### src/rtl/irq_controller_if.sv
// Trap request/handshake bundle between the interrupt controller (slave)
// and the CPU/control-register side (master).
interface irq_controller_if #(
    parameter int NSRC  = 8,
    parameter int TRAPW = 4
);
    logic [NSRC-1:0]  src_in;
    logic             ien;
    logic             mask_we;
    logic [NSRC-1:0]  mask_in;
    logic [NSRC-1:0]  mask_out;
    logic             irq;
    logic             fault;
    logic [TRAPW-1:0] trapnr;
    logic             ack;
    logic             eoi;
    logic             in_service;

    modport slave (
        input  src_in, ien, mask_we, mask_in, ack, eoi,
        output mask_out, irq, fault, trapnr, in_service
    );

    modport master (
        output src_in, ien, mask_we, mask_in, ack, eoi,
        input  mask_out, irq, fault, trapnr, in_service
    );
endinterface

### src/rtl/irq_controller.sv
// Interrupt/fault controller: latches NSRC request lines, picks the lowest
// eligible index and tracks it through the core's ack / eoi handshake.
module irq_controller #(
    parameter int              NSRC      = 8,
    parameter int              NFAULT    = 1,
    parameter logic [NSRC-1:0] EDGE_MASK = '0,
    parameter logic [NSRC-1:0] MASK_INIT = '0,
    parameter int              TRAP_BASE = 1,
    parameter int              TRAPW     = 4
) (
    input  logic           clk,
    input  logic           reset,
    irq_controller_if.slave bus
);
    localparam int IDXW = (NSRC > 1) ? $clog2(NSRC) : 1;

    typedef enum logic [1:0] {
        IDLE    = 2'd0,
        REQ     = 2'd1,
        SERVICE = 2'd2
    } state_t;

    state_t            state_reg, state_next;
    logic [NSRC-1:0]   src_q_reg;
    logic [NSRC-1:0]   mask_reg;
    logic              irq_reg, irq_next;
    logic              fault_reg, fault_next;
    logic [TRAPW-1:0]  trapnr_reg, trapnr_next;

    logic [NSRC-1:0]   pending;
    logic [NSRC-1:0]   eligible;
    logic              any_eligible;
    logic [IDXW-1:0]   win_idx;
    logic              win_is_fault;
    logic              ack_take;

    assign ack_take = (state_reg == REQ) && bus.ack;

    // Per-channel pending source. The trap number in flight identifies the
    // winner, so an accepted ack clears the matching edge latch.
    genvar gi;
    generate
        for (gi = 0; gi < NSRC; gi++) begin : g_chan
            if (EDGE_MASK[gi]) begin : g_edge
                logic pend_reg;
                logic rise;
                logic clr;
                assign rise = bus.src_in[gi] & ~src_q_reg[gi];
                assign clr  = ack_take && (trapnr_reg == TRAPW'(TRAP_BASE + gi));
                always_ff @(posedge clk) begin
                    if (reset) begin
                        pend_reg <= 1'b0;
                    end else begin
                        // a fresh edge on the same cycle as its ack survives
                        pend_reg <= rise | (pend_reg & ~clr);
                    end
                end
                assign pending[gi] = pend_reg;
            end else begin : g_level
                assign pending[gi] = src_q_reg[gi];
            end

            if (gi < NFAULT) begin : g_fault
                assign eligible[gi] = pending[gi];
            end else begin : g_irq
                assign eligible[gi] = pending[gi] & mask_reg[gi] & bus.ien;
            end
        end
    endgenerate

    assign any_eligible = |eligible;

    always_comb begin
        win_idx = '0;
        for (int i = NSRC - 1; i >= 0; i--) begin
            if (eligible[i]) begin
                win_idx = IDXW'(i);
            end
        end
    end

    assign win_is_fault = (int'(win_idx) < NFAULT);

    // State register and all registered datapath state.
    always_ff @(posedge clk) begin
        if (reset) begin
            state_reg  <= IDLE;
            src_q_reg  <= '0;
            mask_reg   <= MASK_INIT;
            irq_reg    <= 1'b0;
            fault_reg  <= 1'b0;
            trapnr_reg <= '0;
        end else begin
            state_reg  <= state_next;
            src_q_reg  <= bus.src_in;
            irq_reg    <= irq_next;
            fault_reg  <= fault_next;
            trapnr_reg <= trapnr_next;
            if (bus.mask_we) begin
                mask_reg <= bus.mask_in;
            end
        end
    end

    always_comb begin
        state_next = state_reg;
        case (state_reg)
            IDLE:    if (any_eligible) state_next = REQ;
            REQ:     if (ack_take)     state_next = SERVICE;
            SERVICE: if (bus.eoi)      state_next = IDLE;
            default:                   state_next = IDLE;
        endcase
    end

    // Output update: the winner is captured once in IDLE and never retracted.
    always_comb begin
        irq_next    = irq_reg;
        fault_next  = fault_reg;
        trapnr_next = trapnr_reg;
        case (state_reg)
            IDLE: begin
                if (any_eligible) begin
                    trapnr_next = TRAPW'(TRAP_BASE) + TRAPW'(win_idx);
                    fault_next  = win_is_fault;
                    irq_next    = ~win_is_fault;
                end
            end
            REQ: begin
                if (ack_take) begin
                    irq_next   = 1'b0;
                    fault_next = 1'b0;
                end
            end
            default: ;
        endcase
    end

    assign bus.mask_out   = mask_reg;
    assign bus.irq        = irq_reg;
    assign bus.fault      = fault_reg;
    assign bus.trapnr     = trapnr_reg;
    assign bus.in_service = (state_reg == SERVICE);
endmodule

### src/flat_wrapper.sv
// flat-port wrapper written by rule: the top's interface ports become plain ports
module irq_controller_flat 
#(
    parameter int              NSRC      = 8,
    parameter int              NFAULT    = 1,
    parameter logic [NSRC-1:0] EDGE_MASK = '0,
    parameter logic [NSRC-1:0] MASK_INIT = '0,
    parameter int              TRAP_BASE = 1,
    parameter int              TRAPW     = 4
)
  (clk, reset, bus_src_in, bus_ien, bus_mask_we, bus_mask_in, bus_ack, bus_eoi, bus_mask_out, bus_irq, bus_fault, bus_trapnr, bus_in_service);
  irq_controller_if #(.NSRC(NSRC), .TRAPW(TRAPW)) bus_i ();
  input  logic clk;
  input  logic reset;
  input wire logic [$bits(bus_i.src_in)-1:0] bus_src_in;
  input wire logic [$bits(bus_i.ien)-1:0] bus_ien;
  input wire logic [$bits(bus_i.mask_we)-1:0] bus_mask_we;
  input wire logic [$bits(bus_i.mask_in)-1:0] bus_mask_in;
  input wire logic [$bits(bus_i.ack)-1:0] bus_ack;
  input wire logic [$bits(bus_i.eoi)-1:0] bus_eoi;
  output wire logic [$bits(bus_i.mask_out)-1:0] bus_mask_out;
  output wire logic [$bits(bus_i.irq)-1:0] bus_irq;
  output wire logic [$bits(bus_i.fault)-1:0] bus_fault;
  output wire logic [$bits(bus_i.trapnr)-1:0] bus_trapnr;
  output wire logic [$bits(bus_i.in_service)-1:0] bus_in_service;
  assign bus_i.src_in = bus_src_in;
  assign bus_i.ien = bus_ien;
  assign bus_i.mask_we = bus_mask_we;
  assign bus_i.mask_in = bus_mask_in;
  assign bus_i.ack = bus_ack;
  assign bus_i.eoi = bus_eoi;
  assign bus_mask_out = bus_i.mask_out;
  assign bus_irq = bus_i.irq;
  assign bus_fault = bus_i.fault;
  assign bus_trapnr = bus_i.trapnr;
  assign bus_in_service = bus_i.in_service;
  irq_controller #(.NSRC(NSRC), .NFAULT(NFAULT), .EDGE_MASK(EDGE_MASK), .MASK_INIT(MASK_INIT), .TRAP_BASE(TRAP_BASE), .TRAPW(TRAPW)) u_core (.clk(clk), .reset(reset), .bus(bus_i));
endmodule
### config.mk
export PLATFORM = sky130hd
export DESIGN_NAME = irq_controller_flat
export DESIGN_NICKNAME = d
export VERILOG_FILES = /design/src/rtl/irq_controller_if.sv /design/src/rtl/irq_controller.sv /design/src/flat_wrapper.sv
export SDC_FILE = /design/constraint.sdc
export NUM_CORES = 1
export LEC_CHECK = 0
export ABC_AREA = 0
export BUFFER_PORTS_ARGS = -buffer_cell sky130_fd_sc_hd__buf_2
export CAP_MARGIN = 25
export CORE_AREA = 2 2 50 52
export CTS_CLUSTER_DIAMETER = 30
export DETAILED_ROUTE_END_ITERATION = 8
export DIE_AREA = 0 0 52 54
export PLACE_DENSITY = 0.78
export SYNTH_ARGS = -nofsm -noshare
export SYNTH_HDL_FRONTEND = slang
export SYNTH_SLANG_ARGS = --single-unit
### constraint.sdc
create_clock -name clk -period 2 [get_ports clk]
set_input_delay 0.2 -clock clk [delete_from_list [all_inputs] [get_ports clk]]
set_output_delay 0.2 -clock clk [all_outputs]
set_load 0.01 [all_outputs]
# [After elaboration in Yosys (flattened, before gate mapping)]
# Cells that the tools add are included.
# Widths: inputs -> output; s select.
[word_totals] ff_bits=24 out_inout_bits=15 input_bits=22 wordCells=52
[classes] n_addsub=1 n_bitwise=15 muxes=17 magnitude_cmp=1 n_eq_ne=5 n_reduce_logical=7
[ops] op="$mux 3" count=8
[ops] op="$and 1x1->1" count=14
[ops] op="$reduce_or 8->1" count=1
[ops] op="$mux 2" count=3
[ops] op="$pmux 2 s3" count=1
[ops] op="$reduce_and 3->1" count=2
[ops] op="$add 1x3->4 const A" count=1
[ops] op="$ne 2x1->1 const B" count=2
[ops] op="$pmux 1 s2" count=2
[ops] op="$lt 3x1->1 const B" count=1
[ops] op="$mux 1" count=3
[ops] op="$eq 2x1->1 const B" count=1
[ops] op="$eq 2x2->1 const B" count=1
[ops] op="$logic_not 2->1" count=1
[ops] op="$ne 2x2->1 const B" count=1
[ops] op="$reduce_and 2->1" count=1
[ops] op="$reduce_bool 2->1" count=1
[ops] op="$logic_and 1x1->1" count=1
[ops] op="$not 1->1" count=1

# [Logic depth before layout (Yosys ltp)]
[logic_depth] ltp_word=14 depth_mapped=8 mapped_depth_nobuf=8

# [Worst setup path after synthesis]
# Ideal clock, no wire load.
[synth_path] kind="register -> register" startpoint="register u_core.mask_reg[1], in the netlist u_core.bus.mask_out[1]" endpoint="register u_core.trapnr_reg[2], in the netlist u_core.bus.trapnr[2]" arrival_time_ps=1488 required_ps=1872 path_stages_with_launch=8 setup_slack_ps=384 synth_period_minus_slack_ps=1616 n_path_buf=0 setup_ps=128 cell_sequence="dfxtp_1 nand2_1 a311o_1 a31oi_4 ha_1 o21ai_0 a22oi_1 nor2_1"
[synth_via] elab_chain_cells=5 word_cells_on_any_way=7 classes_between="1 x add/sub; 2 x mux; 2 x bitwise; 2 x reduce/logical"
[synth_rtl] item="start: declaration" line="irq_controller.sv:25" rtl="logic [NSRC-1:0] mask_reg;"
[synth_rtl] item="start signal: assignment" line="irq_controller.sv:100" rtl="mask_reg <= bus.mask_in;"
[synth_rtl] item="$and 1x1->1 (*) (2 in series)" line="irq_controller.sv:66" rtl="assign eligible[gi] = pending[gi] & mask_reg[gi] & bus.ien;"
[synth_rtl] item="$mux 3 (2 in series)" line="irq_controller.sv:76" rtl="if (eligible[i]) begin"
[synth_rtl] item="$add 1x3->4" line="irq_controller.sv:123" rtl="trapnr_next = TRAPW'(TRAP_BASE) + TRAPW'(win_idx);"
[synth_rtl] item="end signal: assignment" line="irq_controller.sv:98" rtl="trapnr_reg <= trapnr_next;"
[synth_rtl] item="end: declaration" line="irq_controller.sv:28" rtl="logic [TRAPW-1:0] trapnr_reg, trapnr_next;"
# Every way passes the cells marked *; elsewhere a longest branch is shown, timed or not.
# A chain may end at the register's enable or synchronous reset.

# [Worst setup path in the final report]
# Same ends and word-level chain as after synthesis.

==> impl_results.md <==
* Run status: finished, final reports clean
* Mapped Nets at 126
* Critical path buffers and inverters at 0
* Crit-path max cell delay at 0.44 ns
* CTS clk-pin slew, worst paths at 0.12 ns
* Core ar. at 2320 um^2
* GR Util All Layers at 0.155
* Total iterations of the first detailed-routing run at 5
* VDD IR max at 0.410 mV
* Number of antenna violations at the first check in global routing at 0
* IO Port Bufs at 36
* Final setup viols at 0
* CP startpoint kind: flop
* Most common cell after layout, fill and taps aside: buf_2
* Final setup TNS at 0 ns
* Layout cells sized above 1 at 0.321
* Seq/Total Area, Yosys at 0.476
* Drt drc at 0
* Async SR Flop Fraction at 0
* CP delay by family, top: compound AO/OA/AOI/OAI gates
* Leak Pwr at 0.576 nW
* Cell Chain, Critical Path: nand2_1, a311o_1, a31oi_4, ha_1, o21ai_0, a22oi_1, nor2_1
* Num Clock Sinks at 24
* Crit-path max FO at 6
* Total I/O pin count at 37
* Clock latency at the later pin of the worst-skew pair at 0.30 ns
* First-pass GRT wire length at 3320 um
* Max cap viols at 0
* P&R area growth vs syn at 24.0%
* CTS tree: yes
* Mapped Area at 1010 um^2
* Placed insts at 166
* Top_reg_cell synth: dfxtp_1
* Commonest non-fill, non-tap cells in the layout: buf_2, dfxtp_1, nor2_1, nor2b_1, mux2i_1
* Largest net degree at the start of global routing at 27
* Post-CTS setup buffers at 0
* Clock Skews at 0.00112 ns
* CTS hold repair buffers at 0
* Final slew viol count at 0
* CTS root buf: clkbuf_4
* Die area at 2810 um^2
* Final Net Count at 164
* RSZ-0062 raised after global routing: no
* Slew @ Worst Pin at 0.436 ns
* Cts repair resizes at 0
* Die Height at 54 um
* Syn Inst Count at 103
* Rel. slew slack at 0.709
* Final Util at 0.540
* GPL Wtd Cong at 0.820
* Crit path DAT at 1.91 ns
* Flops & latches, synth at 24
* CTS Buffer Depth at 2
* Via count at 867
* Starting density of the core at 0.435
* Post-synth cell types at 31
* Vias in the first global route at 813
* Fin crit period at 1.73 ns
* Crit path kind: reg -> reg
* Avg Vias per Cell at 5.10
* DR WL/cell at 11.5 um
* Hold Violations, Final at 0
* H-tree depth at 1
* DP HPWL at 1530 um
* Chip width at 52 um
* Post-route ant nets at 0
* Endpoint class of the critical path: flop
* Ant diodes at 0
* Gr ovfl total at 0
* Required @ worst endpoint at 2.19 ns
* Max frequency at 0.579 GHz
* EDFF count, synth at 0
* Critical path's slowest cell: dfxtp_1
* Pwr Density at 727 nW/um^2
* Row count at 18
* DR iter-0 viols at 17
* Hold Path Class: in -> reg
* Layout Cells excl Fill at 170
* Avg Inst Size Synth at 9.80 um^2
* TritonCTS Buffers at 3
* Final period util at 0.863
* Routed wire length at 1960 um
* Yosys synthesis warning count at 0
## metal layers
layer	track usage	part of all wire	up-vias
met3	0.0333	0.063	0
met2	0.281	0.48	30
met5	0	0	-
met1	0.192	0.45	391
li1	-	-	446
met4	0.0263	0	0
## cell families (layout without fill, tap and decap cells)
logic type,Yosys count,in the layout,share of synthesized area
AND/OR/NAND/NOR,40,40,0.206
AO/OA/AOI/OAI,24,24,0.198
flip-flops,24,24,0.476
multiplexers,9,9,0.0892
buffers and inverters,5,42,0.0186
adder cells (fa/ha/maj),1,1,0.0124
## per-stage QoR
stage | worst slack (ns) | cell area [um^2] | hold WS (ns) | power [W]
floorplan | 0.384 | 1010 | 0.272 | 0.000624
global placement | 0.380 | 1220 | 0.416 | 0.000672
detailed placement | 0.312 | 1220 | 0.418 | 0.000678
CTS | 0.289 | 1250 | 0.0936 | 0.000922
global route | 0.101 | 1250 | 0.0826 | 0.000967
finish | 0.274 | 1250 | 0.100 | 0.000910
## report_power, final
group / leakage [nW] / switching [W] / internal [W]
combinational: 0.357 / 0.0000706 / 0.0000670
clock: 0.0210 / 0.000133 / 0.000111
sequential: 0.198 / 0.0000222 / 0.000506
total: 0.576 / 0.000226 / 0.000684
## worst register-to-register path, cell delays in order (launching register included)
cell	delay, ns
dfxtp_1	0.44
nand2_1	0.07
a311o_1	0.39
a31oi_4	0.21
ha_1	0.20
o21ai_0	0.09
a22oi_1	0.16
nor2_1	0.06
## Yosys cell counts, types with 2 or more instances
cell      number  area share
a211oi_1       2       0.015
a21o_1         2       0.015
a21oi_1        5       0.025
a22o_1         2       0.017
a22oi_1        2       0.015
clkbuf_1       3       0.011
dfxtp_1       24        0.48
inv_1          2      0.0074
mux2i_1        9       0.089
nand2_1        5       0.019
nand3_1        2      0.0099
nand3b_1       3       0.022
nand4_1        2       0.012
nor2_1        14       0.052
nor2b_1        9       0.056
o21ai_0        2      0.0099
## cell type report
cell class	instances	area [um^2]
Fill cell	226	1070
Clock buffer	4	36.3
Tap cell	30	37.5
Sequential cell	24	480
Inverter	2	7.51
Multi-Input combinational cell	74	510
Timing Repair Buffer	36	180
## path summary, 6_finish.rpt
| path | startpoint | endpoint | slack (ns) | cells after the start |
|---|---|---|---|---|
| max reg2reg | u_core.bus.mask_out[1] | u_core.bus.trapnr[2] | 0.27 | 7 |
| min reg2reg | u_core.bus.trapnr[0] | u_core.bus.trapnr[0] | 0.47 | 2 |
| min | bus_src_in[0] | u_core.pending[0] | 0.10 | 2 |
| max | u_core.bus.mask_out[1] | u_core.bus.trapnr[2] | 0.27 | 7 |
No activity file was read; power rests on OpenSTA's default activity.
